===== src/rtl/freq_gate_ctrl.sv =====
// Gate-time controller for the frequency meter: counts synchronised sig_in rising edges
// into a saturating 4-digit BCD counter over a selectable gate, then latches the result.
module freq_gate_ctrl #(
  parameter int unsigned GATE_1S = 50_000_000,
  parameter int unsigned CW      = 26
) (
  input  logic       clk,
  input  logic       rst_n,
  input  logic       en,
  input  logic [1:0] range_sel,
  input  logic       sig_in,
  output logic [3:0] th_c,
  output logic [3:0] hu_c,
  output logic [3:0] ten_c,
  output logic [3:0] one_c,
  output logic [1:0] range_out,
  output logic       ovf,
  output logic       valid,
  output logic       busy
);

  localparam logic [CW-1:0] Load1   = CW'(GATE_1S - 1);
  localparam logic [CW-1:0] Load10  = CW'(GATE_1S / 10 - 1);
  localparam logic [CW-1:0] Load100 = CW'(GATE_1S / 100 - 1);

  typedef enum logic [1:0] {StIdle, StGate, StLatch, StClear} state_e;

  state_e          state_q;
  logic            sync1_q, sync2_q, sync3_q;
  logic            sig_rise;
  logic [3:0][3:0] cnt_q;
  logic [3:0][3:0] cnt_inc;
  logic            cnt_full;
  logic            carry;
  logic            ovf_cnt_q;
  logic [CW-1:0]   timer_q;
  logic [CW-1:0]   gate_load;
  logic [1:0]      range_q;
  logic [1:0]      range_norm;

  always_ff @(posedge clk or negedge rst_n) begin
    if (!rst_n) begin
      sync1_q <= 1'b0;
      sync2_q <= 1'b0;
      sync3_q <= 1'b0;
    end else begin
      sync1_q <= sig_in;
      sync2_q <= sync1_q;
      sync3_q <= sync2_q;
    end
  end

  assign sig_rise = sync2_q & ~sync3_q;

  // Decade cascade: each digit wraps 9 -> 0 and passes the carry upward.
  always_comb begin
    cnt_inc = cnt_q;
    carry   = 1'b1;
    for (int i = 0; i < 4; i++) begin
      if (carry) begin
        if (cnt_q[i] == 4'd9) begin
          cnt_inc[i] = 4'd0;
        end else begin
          cnt_inc[i] = cnt_q[i] + 4'd1;
          carry      = 1'b0;
        end
      end
    end
    cnt_full = (cnt_q == 16'h9999);
  end

  always_comb begin
    range_norm = (range_sel == 2'b11) ? 2'b00 : range_sel;
    case (range_norm)
      2'b01:   gate_load = Load10;
      2'b10:   gate_load = Load100;
      default: gate_load = Load1;
    endcase
  end

  always_ff @(posedge clk or negedge rst_n) begin
    if (!rst_n) begin
      state_q   <= StIdle;
      cnt_q     <= '0;
      ovf_cnt_q <= 1'b0;
      timer_q   <= '0;
      range_q   <= 2'b00;
      th_c      <= 4'd0;
      hu_c      <= 4'd0;
      ten_c     <= 4'd0;
      one_c     <= 4'd0;
      range_out <= 2'b00;
      ovf       <= 1'b0;
      valid     <= 1'b0;
    end else begin
      valid <= 1'b0;
      case (state_q)
        StIdle: begin
          cnt_q     <= '0;
          ovf_cnt_q <= 1'b0;
          if (en) begin
            state_q <= StGate;
            range_q <= range_norm;
            timer_q <= gate_load;
          end
        end
        StGate: begin
          if (!en) begin
            // Abort: drop the partial count, keep the previously latched result.
            state_q   <= StIdle;
            cnt_q     <= '0;
            ovf_cnt_q <= 1'b0;
          end else begin
            if (sig_rise) begin
              if (cnt_full) ovf_cnt_q <= 1'b1;
              else          cnt_q     <= cnt_inc;
            end
            if (timer_q == '0) state_q <= StLatch;
            else               timer_q <= timer_q - CW'(1);
          end
        end
        StLatch: begin
          {th_c, hu_c, ten_c, one_c} <= cnt_q;
          ovf       <= ovf_cnt_q;
          range_out <= range_q;
          valid     <= 1'b1;
          state_q   <= StClear;
        end
        StClear: begin
          cnt_q     <= '0;
          ovf_cnt_q <= 1'b0;
          if (en) begin
            state_q <= StGate;
            range_q <= range_norm;
            timer_q <= gate_load;
          end else begin
            state_q <= StIdle;
          end
        end
        default: state_q <= StIdle;
      endcase
    end
  end

  assign busy = (state_q != StIdle);

endmodule

===== config.mk =====
export PLATFORM = sky130hd
export DESIGN_NAME = freq_gate_ctrl
export DESIGN_NICKNAME = d
export VERILOG_FILES = /design/src/rtl/freq_gate_ctrl.sv
export SDC_FILE = /design/constraint.sdc
export NUM_CORES = 1
export LEC_CHECK = 0
export CAP_MARGIN = 40
export CORE_ASPECT_RATIO = 1.5
export CORE_MARGIN = 5
export CORE_UTILIZATION = 53
export CTS_CLUSTER_SIZE = 12
export DETAILED_ROUTE_END_ITERATION = 8
export HOLD_SLACK_MARGIN = 0.06
export PLACE_DENSITY_LB_ADDON = 0.1
export SLEW_MARGIN = 5
export SYNTH_ARGS = -nofsm -noshare
export SYNTH_HDL_FRONTEND = slang
export SYNTH_SLANG_ARGS = --single-unit

===== constraint.sdc =====
create_clock -name clk -period 1.9 [get_ports clk]
set_input_delay 0.38 -clock clk [delete_from_list [all_inputs] [get_ports clk]]
set_output_delay 0.38 -clock clk [all_outputs]
set_load 0.005 [all_outputs]

==> flow_metrics.py, run 1 <==
metrics = {
    "outcome": {
        "status": "complete, but fails checks",
        "violations": "setup timing",
    },
    "placed_design": {
        "hpwl_mm": 7.97,
        "io_buffers": 26,
        "placedCellCount": 602,
        "gp_congestion": 0.878,
        "postPlaceCellArea_um2": 5020,
    },
    "pwr": {
        "total_power_mw": 7.77,
        "leakagePower_nw": 2.65,
        "powerDensity_nw_per_um2": 1330,
        "ir_worst_vdd_mv": 0.813,
    },
    "critical_path": {
        "end_kind": "flip-flop",
        "required_ns": 2.16,
        "worstPathArrival_ns": 2.30,
        "critPathMaxStageDelay_ns": 0.57,
        "path_cells": "buf_6, or4_4, nor4_4, buf_4, nand3_2, mux2i_1, nor3_1",
        "cp-start-kind": "flip-flop",
        "startpoint": "timer_q[0]$_DFFE_PN0P_",
        "cpMaxStageDelayCell": "or4_4",
        "crit-reg2reg-launch": "timer_q[0]$_DFFE_PN0P_",
        "cp_max_fo": 6,
        "timing_worst_setup_path_type": "reg2reg",
    },
    "sta": {
        "setup_viol": 20,
        "fin_crit_ns": 2.04,
        "period_share": 1.07,
        "max_slew_margin": 0.748,
        "report.final.slew_viol_count": 0,
        "timing_hold_violations_final": 0,
        "fmax_ghz": 0.491,
        "worst_pin_slew_ns": 0.376,
        "rsz0062_at_grt": "yes",
        "setup_tns_ns": -1.55,
        "clock_skew_ns": 0.00803,
        "whs_ns": 0.354,
        "finalWorstSetupSlack_ns": -0.136,
    },
    "yosys": {
        "yosys_warnings": 0,
        "synth.distinct_cells": 64,
        "ys_top_cells_by_area": "dfrtp_1 45%, ha_1 5.7%, mux2_2 5.7%",
        "avgSynthCellArea_um2": 10.0,
        "synth_seq_cells": 70,
        "synth_top_family_by_area": "simple AND/OR/NAND/NOR gates",
        "ys.flop_type": "dfrtp_1",
        "synth.area.mux_share": 0.0625,
        "syn_nets": 415,
        "synth_compound_area_frac": 0.183,
        "yosysSeqAreaShare": 0.447,
        "synth_top_area_frac": 0.447,
        "synthAdderAreaFrac": 0.0574,
        "synth_area_leader_cell": "dfrtp_1",
        "synth_xor_area_frac": 0,
        "synth-edff-count": 0,
        "synth-simple-area-share": 0.213,
        "postSynthCellCount": 391,
        "synth_async_sr_flop_share": 1.00,
        "syn_area_um2": 3920,
    },
    "global_route": {
        "antenna_found_initial": 0,
        "overflow": 0,
        "track_usage": 0.273,
        "grt_max_degree": 71,
        "first_global_vias": 4125,
        "grt_pass1_wl_mm": 19.3,
    },
    "cells_and_area": {
        "syn_to_final_growth_pct": 48.9,
        "final.fill_count": 437,
        "seq_area_um2": 1750,
        "finalNetCount": 554,
        "n_antenna_cell": 0,
        "final_common_cell": "buf_4",
        "multi_input_area_um2": 2380,
        "stdcell_count": 635,
        "drive_gt1_frac": 0.404,
        "final_area_um2": 5840,
        "final_cell_mix": "95 x buf_4, 70 x dfrtp_1, 24 x nand2_1, 24 x clkdlybuf4s50_1",
    },
    "clocking": {
        "clk_pin_slew_ns": 0.07,
        "clk_latency_ns": 0.36,
        "cts_buffers": 9,
        "clock-sinks": 70,
        "cts.path.max_buffers": 2,
        "tritoncts": "done",
        "root_buffer": "clkbuf_8",
        "htreeDepth": 3,
    },
    "die": {
        "die_height_um": 115,
        "design.core.area_um2": 7230,
        "rows": 38,
        "dieArea_um2": 9260,
        "fp.dieW_um": 80.2,
        "initial_core_util": 0.543,
        "ios": 27,
    },
    "run": {
        "cap_violations": 0,
    },
    "hold_path": {
        "hold_class": "reg2reg",
        "hold_start": "sync1_q$_DFF_PN0_",
    },
    "detailed_routing": {
        "drt-total-wl_mm": 12.1,
        "wl_per_cell_um": 19.1,
        "drtIter0Drc": 280,
        "vias": 3906,
        "antenna_left": 0,
        "remaining_drc_errors": 0,
        "vias_per_cell": 6.15,
        "firstDrtPassIters": 5,
    },
}
==> cell families after synthesis <==
family	after synthesis
AOI/OAI and AO/OA	103
buffers and inverters	33
adders and majority gates	18
DFF	70
muxes	22
and+or+nand+nor	145
==> stage by stage <==
step | utilization | setup WS, ns
2_1_floorplan | - | -0.0732
3_3_place_gp | 0.695 | -0.216
3_5_place_dp | 0.695 | -0.239
4_1_cts | 0.771 | -0.109
5_1_grt | 0.808 | -0.220
6_report | 0.808 | -0.136
==> synthesized netlist by cell type, types with 3 or more instances <==
library cell / instances
o211a_1: 6
nand2_1: 27
and2_1: 3
or4_1: 5
o41ai_1: 7
mux2_2: 20
o211ai_1: 5
dfrtp_1: 70
nand3_1: 19
nand3b_1: 3
a21oi_1: 13
a31oi_1: 6
a21o_1: 3
o21ai_0: 30
nor3_1: 16
o31ai_1: 4
nor4_1: 10
or2_2: 3
nand4_1: 5
inv_1: 20
and4_1: 5
and3_1: 8
or3_1: 5
clkbuf_1: 7
and3b_1: 3
ha_1: 18
nor2_1: 19
==> registers in the layout, indices dropped and copies added, names as in the netlist, 2 cells and up, named ones only <==
signal     cells
timer_q       26
cnt_q         16
hu_c           4
one_c          4
ten_c          4
th_c           4
range_out      2
range_q        2
==> cell type report <==
type                    instances  area share
well taps                     100      0.0214
repair buffers                141       0.208
multi-input cells             288       0.408
clock buffers                  10      0.0219
clock inverters                 6      0.0270
inverters                      20      0.0129
flip-flops and latches         70       0.300
==> repair_timing <==
item / in CTS / in global routing
gates cloned: 1 / 0
hold buffers: 1 / 0
buffers inserted: 9 / 7
endpoints found under the hold margin: 37 / 0
pin swaps: 16 / 23
resized for setup: 47 / 51
setup endpoints to repair: 39 / 41
==> path summary, 6_finish.rpt <==
path	endpoint	slack, ns	depth (start not counted)
max in group asynchronous	cnt_q[15]$_DFFE_PN0P_	1.01	3
min reg2reg	sync2_q$_DFF_PN0_	0.35	0
min in group asynchronous	timer_q[24]$_DFFE_PN0P_	0.58	3
min	sync2_q$_DFF_PN0_	0.35	0
max	timer_q[19]$_DFFE_PN0P_	-0.14	7
max reg2reg	timer_q[19]$_DFFE_PN0P_	-0.14	7
==> power by group <==
part           switching (mW)  total, mW  internal, mW
logic                    1.94       3.76          1.82
clock network           0.587       1.73          1.14
registers               0.411       2.29          1.88
==> critical path: cells and delay by family, from the launching register on <==
family        cells  cell delay [ns]
buf+inv           2             0.33
flops             1             0.40
mux               1             0.12
simple gates      4             1.09
==> per-layer routing <==
metal	up-vias	GRT usage	wire, um
met5	-	0	0
met4	0	0.175	583
met3	55	0.0533	514
met2	147	0.499	6740
met1	1936	0.277	4300
li1	1768	-	-
No activity file was read; power rests on OpenSTA's default activity.
==> run 2, diff against run 1 <==
ABC_AREA = 1   (was not set)
CORE_MARGIN = not set   (was 5)
CORE_UTILIZATION = 54   (was 53)
CTS_CLUSTER_DIAMETER = 60   (was not set)
==> flow_metrics.py, run 2 <==
metrics = {
    "outcome": {
        "status": "finished clean",
    },
    "yosys": {
        "synth_async_sr_flop_share": 1.00,
        "synth_common_cells": "137 x nand2_1, 70 x dfrtp_1, 66 x nor2_1, 50 x nand3_1, 45 x inv_1",
        "synth_seq_cells": 70,
        "synth.most_common_cell": "nand2_1",
        "synthAdderAreaFrac": 0.0555,
        "avgSynthCellArea_um2": 7.75,
        "postSynthCellCount": 524,
        "syn_area_um2": 4060,
        "synth_top_area_frac": 0.431,
        "synth_top_family_by_area": "simple AND/OR/NAND/NOR gates",
        "yosysSeqAreaShare": 0.431,
        "yosys_warnings": 0,
        "ys.flop_type": "dfrtp_1",
        "synth.distinct_cells": 33,
        "synth-edff-count": 0,
        "synth_area_leader_cell": "dfrtp_1",
        "synth-simple-area-share": 0.302,
        "synth_xor_area_frac": 0.0280,
        "syn_nets": 548,
        "synth.area.mux_share": 0.0250,
        "ys_top_cells_by_area": "dfrtp_1 43%, nand2_1 13%, nand3_1 6.2%",
        "synth_compound_area_frac": 0.0891,
    },
    "sta": {
        "setup_viol": 0,
        "finalWorstSetupSlack_ns": 0.0953,
        "max_slew_margin": 0.750,
        "clock_skew_ns": 0.00715,
        "fmax_ghz": 0.554,
        "whs_ns": 0.356,
        "timing_hold_violations_final": 0,
        "report.final.slew_viol_count": 0,
        "rsz0062_at_grt": "yes",
        "worst_pin_slew_ns": 0.375,
        "fin_crit_ns": 1.80,
        "period_share": 0.950,
    },
    "die": {
        "fp.dieW_um": 72.8,
        "ios": 27,
        "dieArea_um2": 7880,
        "design.core.area_um2": 7270,
        "die_height_um": 108,
        "rows": 38,
        "initial_core_util": 0.558,
    },
    "pwr": {
        "powerDensity_nw_per_um2": 1640,
        "ir_worst_vdd_mv": 0.839,
        "total_power_mw": 8.02,
        "leakagePower_nw": 2.42,
    },
    "detailed_routing": {
        "remaining_drc_errors": 0,
        "firstDrtPassIters": 5,
        "vias_per_cell": 5.29,
        "drtIter0Drc": 174,
        "wl_per_cell_um": 14.0,
        "vias": 3631,
        "drt-total-wl_mm": 9.64,
        "antenna_left": 0,
    },
    "placed_design": {
        "hpwl_mm": 7.05,
        "pre_cts_slack_ns": -0.0392,
        "io_buffers": 26,
        "gp_congestion": 0.950,
    },
    "global_route": {
        "grt_pass1_wl_mm": 16.4,
        "use_met2": 0.501,
        "overflow": 0,
        "grt_most_used_layer": "met2",
        "track_usage": 0.277,
        "grt_max_degree": 71,
        "antenna_found_initial": 0,
        "grt_use_met1": 0.295,
        "use_met3": 0.0596,
        "first_global_vias": 3602,
    },
    "cells_and_area": {
        "largestRegisters": "timer_q (26), cnt_q (16)",
        "final_cell_mix": "137 x nand2_1, 70 x dfrtp_1, 63 x nor2_1",
        "largest_register": "timer_q",
        "largest_reg_flops": 26,
        "finalNetCount": 607,
        "drive_gt1_frac": 0.162,
        "syn_to_final_growth_pct": 20.2,
        "final_common_cell": "nand2_1",
        "n_antenna_cell": 0,
    },
    "hold_path": {
        "hold_start": "sync1_q$_DFF_PN0_",
        "hold_class": "reg2reg",
    },
    "clocking": {
        "clk_latency_ns": 0.35,
        "root_buffer": "clkbuf_8",
        "cts.path.max_buffers": 2,
        "htreeDepth": 3,
        "cts_buffers": 9,
        "clk_pin_slew_ns": 0.07,
        "clock-sinks": 70,
        "tritoncts": "done",
    },
    "critical_path": {
        "cp_max_fo": 5,
        "startpoint": "state_q[0]$_DFFE_PN0P_",
        "timing_worst_setup_path_type": "reg2reg",
        "cp-start-kind": "flip-flop",
        "end_kind": "flip-flop",
        "required_ns": 2.18,
        "crit-reg2reg-launch": "state_q[0]$_DFFE_PN0P_",
        "worstPathArrival_ns": 2.08,
    },
    "run": {
        "cap_violations": 0,
    },
}
==> run 2: changes by cell type after synthesis, sizes merged, moves of 7 or more <==
cell	change
and3	-8
nand4	+7
nor4	-11
o41ai	-7
mux2	-11
inv	+34
nand3	+32
xor2	+10
nor3	-13
nor2	+50
o21ai	+9
nand2	+114
==> run 2: where the power goes <==
part           switching [mW]  total (mW)  internal, mW
clock                   0.545        1.17         0.630
combinational            2.53        4.38          1.86
sequential              0.432        2.46          2.03
total                    3.50        8.02          4.51
==> run 2: layout make-up <==
cell class / count / area, um2
clock buffers: 11 / 141
multi-input cells: 386 / 2050
flip-flops and latches: 70 / 1750
fillers: 634 / 2390
clock inverters: 4 / 47.5
repair buffers: 62 / 568
inverters: 54 / 203
well taps: 100 / 125
==> run 2: metrics by stage <==
stage          cells  cell area (um2)  utilization  TNS (ns)
3_5_place_dp     667             4630        0.637    -0.116
5_1_grt          687             4880        0.671  -0.00910
3_3_place_gp     667             4630        0.637         0
6_report         687             4880        0.671         0
2_1_floorplan    524             4060            -         0
4_1_cts          685             4850        0.666         0
==> run 2: critical path: stages (launching register included) <==
cell and delay [ns]:
dfrtp_1 0.39, buf_4 0.15, ha_1 0.20, nand2_1 0.09, inv_1 0.11, a21oi_1 0.22, nand2_2 0.11, inv_2 0.13
nand2_2 0.09, inv_1 0.12, nand2_1 0.06, o21ai_1 0.07
==> run 2: worst paths after layout <==
path                                      endpoint  slack, ns  cells past startpoint
max in group asynchronous  timer_q[19]$_DFFE_PN0P_       1.02                      3
max                          cnt_q[13]$_DFFE_PN0P_        0.1                     11
max reg2reg                  cnt_q[13]$_DFFE_PN0P_        0.1                     11
min reg2reg                      sync2_q$_DFF_PN0_       0.36                      0
min                              sync2_q$_DFF_PN0_       0.36                      0
min in group asynchronous      hu_c[1]$_DFFE_PN0P_       0.58                      3
==> run 2: kinds of logic after synthesis <==
family	count (synthesis)
AND/OR/NAND/NOR	286
flip-flops	70
buffers and inverters	68
AO/OA/AOI/OAI	60
adder cells (fa/ha/maj)	18
XOR/XNOR	13
multiplexers	9
==> run 2: repair_timing <==
action | CTS | global route
pin swaps | 0 | 2
setup buffers | 2 | 2
gates cloned | 0 | 0
endpoints found under the hold margin | 38 | 0
gates resized for setup | 1 | 6
hold buffers | 1 | 0
endpoints found under the setup margin | 1 | 17
==> run 2: per-layer routing <==
| metal | wire [um] | vias up |
|---|---|---|
| met3 | 311 | 29 |
| met2 | 5150 | 76 |
| met5 | 0 | - |
| met4 | 404 | 0 |
| li1 | - | 1799 |
| met1 | 3770 | 1727 |
==> edit (config.mk and constraints of run 2) <==
`CW`: 26 -> 13.
--- a/src/rtl/freq_gate_ctrl.sv
+++ b/src/rtl/freq_gate_ctrl.sv
@@ -4,3 +4,3 @@
   parameter int unsigned GATE_1S = 50_000_000,
-  parameter int unsigned CW      = 26
+  parameter int unsigned CW      = 13
 ) (
Formal check against the unedited RTL: no difference found for any inputs over 10 cycles, from zero or initial values and one cycle with rst_n low; that may be too few to reach the edited logic, so the function may still have changed.
==> edit against run 2 <==
Core utilization rose by 2.6 points. Combinational power is 35% lower. Fmax up 2.8%. Count of clock-buffer cells in the layout up 2. Critical path depth shrank 2. Largest cell class unchanged. Total power decreased by 28%. Synthesized area decreased by 22%. Worst setup slack better by 49 ps. Sequential cell count is 13 lower. Wire length fell by 27%. Cell area shrank 20%. Via count decreased by 28%. Die area shrank 21%.
==> edit: results (changes against run 2) <==
status=finished clean; Top Family by Delay on Critical Path=simple AND/OR/NAND/NOR gates; leading post-synthesis cells by cell area=dfrtp_1 (45%), nand2_1 (11%), ha_1 (6.3%); Max Transition Viols Final=0 (unchanged); Worst Setup EP=cnt_q[7]; vias per cell=5.20 (-1.6%); CTS clk-pin slew, worst paths=60 ps; setup TNS=0 ps (unchanged); Worst path slowest cell=dfrtp_1; Post-CTS Resized=3 (+2); layout cells sized above 1=0.207 (+0.0455); Distinct cells, synth=34 (+3.0%); VDD IR max=0.900 mV (+7.3%); Worst Hold Path EP=sync2_q; Initial DRC Count=133 (-24%); CP max FO=5 (unchanged); WS Path Type=reg2reg; Overall Global Routing Usage=0.260 (-0.0166); flop2flop setup slack=140 ps (+50 ps); Clock Skew=6.94 ps (-0.211 ps); leakage power=0.00197 uW (-19%); pin count of the biggest net entering global routing=58 (-18%); Max stage delay on crit path=400 ps; DR WL/cell=14.0 um (about the same); pre-CTS setup slack=62.4 ps (+102 ps); Nets=451 (-26%); Hold Path Depth=0 (unchanged); Routability Congestion=0.858 (-9.6%); clk_lat worst skew=330 ps (-20 ps); register area share after synthesis=0.448 (+0.0170); Critical Path AT=1970 ps (-110 ps); Area after DPL=0.00365 sq mm (-21%); hpwl dp=5.22 mm (-26%); Port Buffers=26 (unchanged); Critical R2R Launch=state_q[0]; Slew HR=0.754 (+0.00361); initial antenna violation count=0 (unchanged); Main synth FF type=dfrtp_1; total setup buffers inserted after CTS=2 (unchanged); Sw Pwr=2290 uW (-35%); Worst R2R Path Depth=9 (-2); post-synth net total=396 (-28%); CTS root buf=clkbuf_8; hold_buf cts=1 (unchanged); post-route ant nets=0 (unchanged); Tcrit/Tclk final=0.924 (-0.0256); synth warn=0 (unchanged); worst min path class=reg2reg; WHS=347 ps (-9.28 ps); first-pass GRT wire length=12.0 mm (-27%); vias in the first global route=2648 (-26%); Top Registers=cnt_q: 16 flops, timer_q: 13 flops; Post-synth top cells=nand2_1 (90), dfrtp_1 (57), nor2_1 (38)
[edit: changes by cell type after synthesis, sizes merged, moves of 3 or more]
cell / run 2 / this run
nand2: 142 / 100
nor2: 70 / 46
o21ai: 40 / 19
nand3: 51 / 34
inv: 54 / 40
dfrtp: 70 / 57
clkbuf: 6 / 1
xor2: 10 / 5
mux2: 9 / 12
nor3: 6 / 3
xnor2: 3 / 0
[edit: power groups by stage]
| stage | registers [uW] | logic (uW) | clock network, uW |
|---|---|---|---|
| final | 1890 | 2860 | 988 |
| after global routing | 1940 | 3190 | 1070 |
| after CTS | 1890 | 2750 | 1020 |
| after detailed placement | 1920 | 2680 | 0 |
| after global placement | 1910 | 2640 | 0 |
| after floorplan | 1890 | 1660 | 0 |
[edit: area by class of cell]
cell class | instances | area [sq um]
timing repair buffer | 53 | 500
clock buffer | 13 | 159
sequential | 57 | 1430
multi-input combinational | 268 | 1550
inverter | 40 | 150
clock inverter | 3 | 15.0
fill | 461 | 1690
tap | 70 | 87.6
[edit: stage by stage]
| stage | total power (uW) | std cells |
|---|---|---|
| floorplan | 3550 | 374 |
| global placement | 4540 | 483 |
| detailed placement | 4600 | 483 |
| CTS | 5660 | 502 |
| global route | 6210 | 504 |
| finish | 5750 | 504 |
[edit: logic make-up after synthesis]
family | after synthesis | share of synthesized area
xor gates and xnor gates | 5 | 0.0138
buffers and inverters | 49 | 0.0661
and+or+nand+nor | 200 | 0.297
DFF | 57 | 0.448
muxes | 12 | 0.0425
AOI/OAI and AO/OA | 35 | 0.0688
adders and majority gates | 16 | 0.0629
[edit: metal layers]
| layer | global-route usage | share of wire |
|---|---|---|
| met3 | 0.0687 | 0.026 |
| met1 | 0.275 | 0.39 |
| met5 | 0 | 0 |
| met4 | 0.135 | 0.028 |
| met2 | 0.471 | 0.55 |
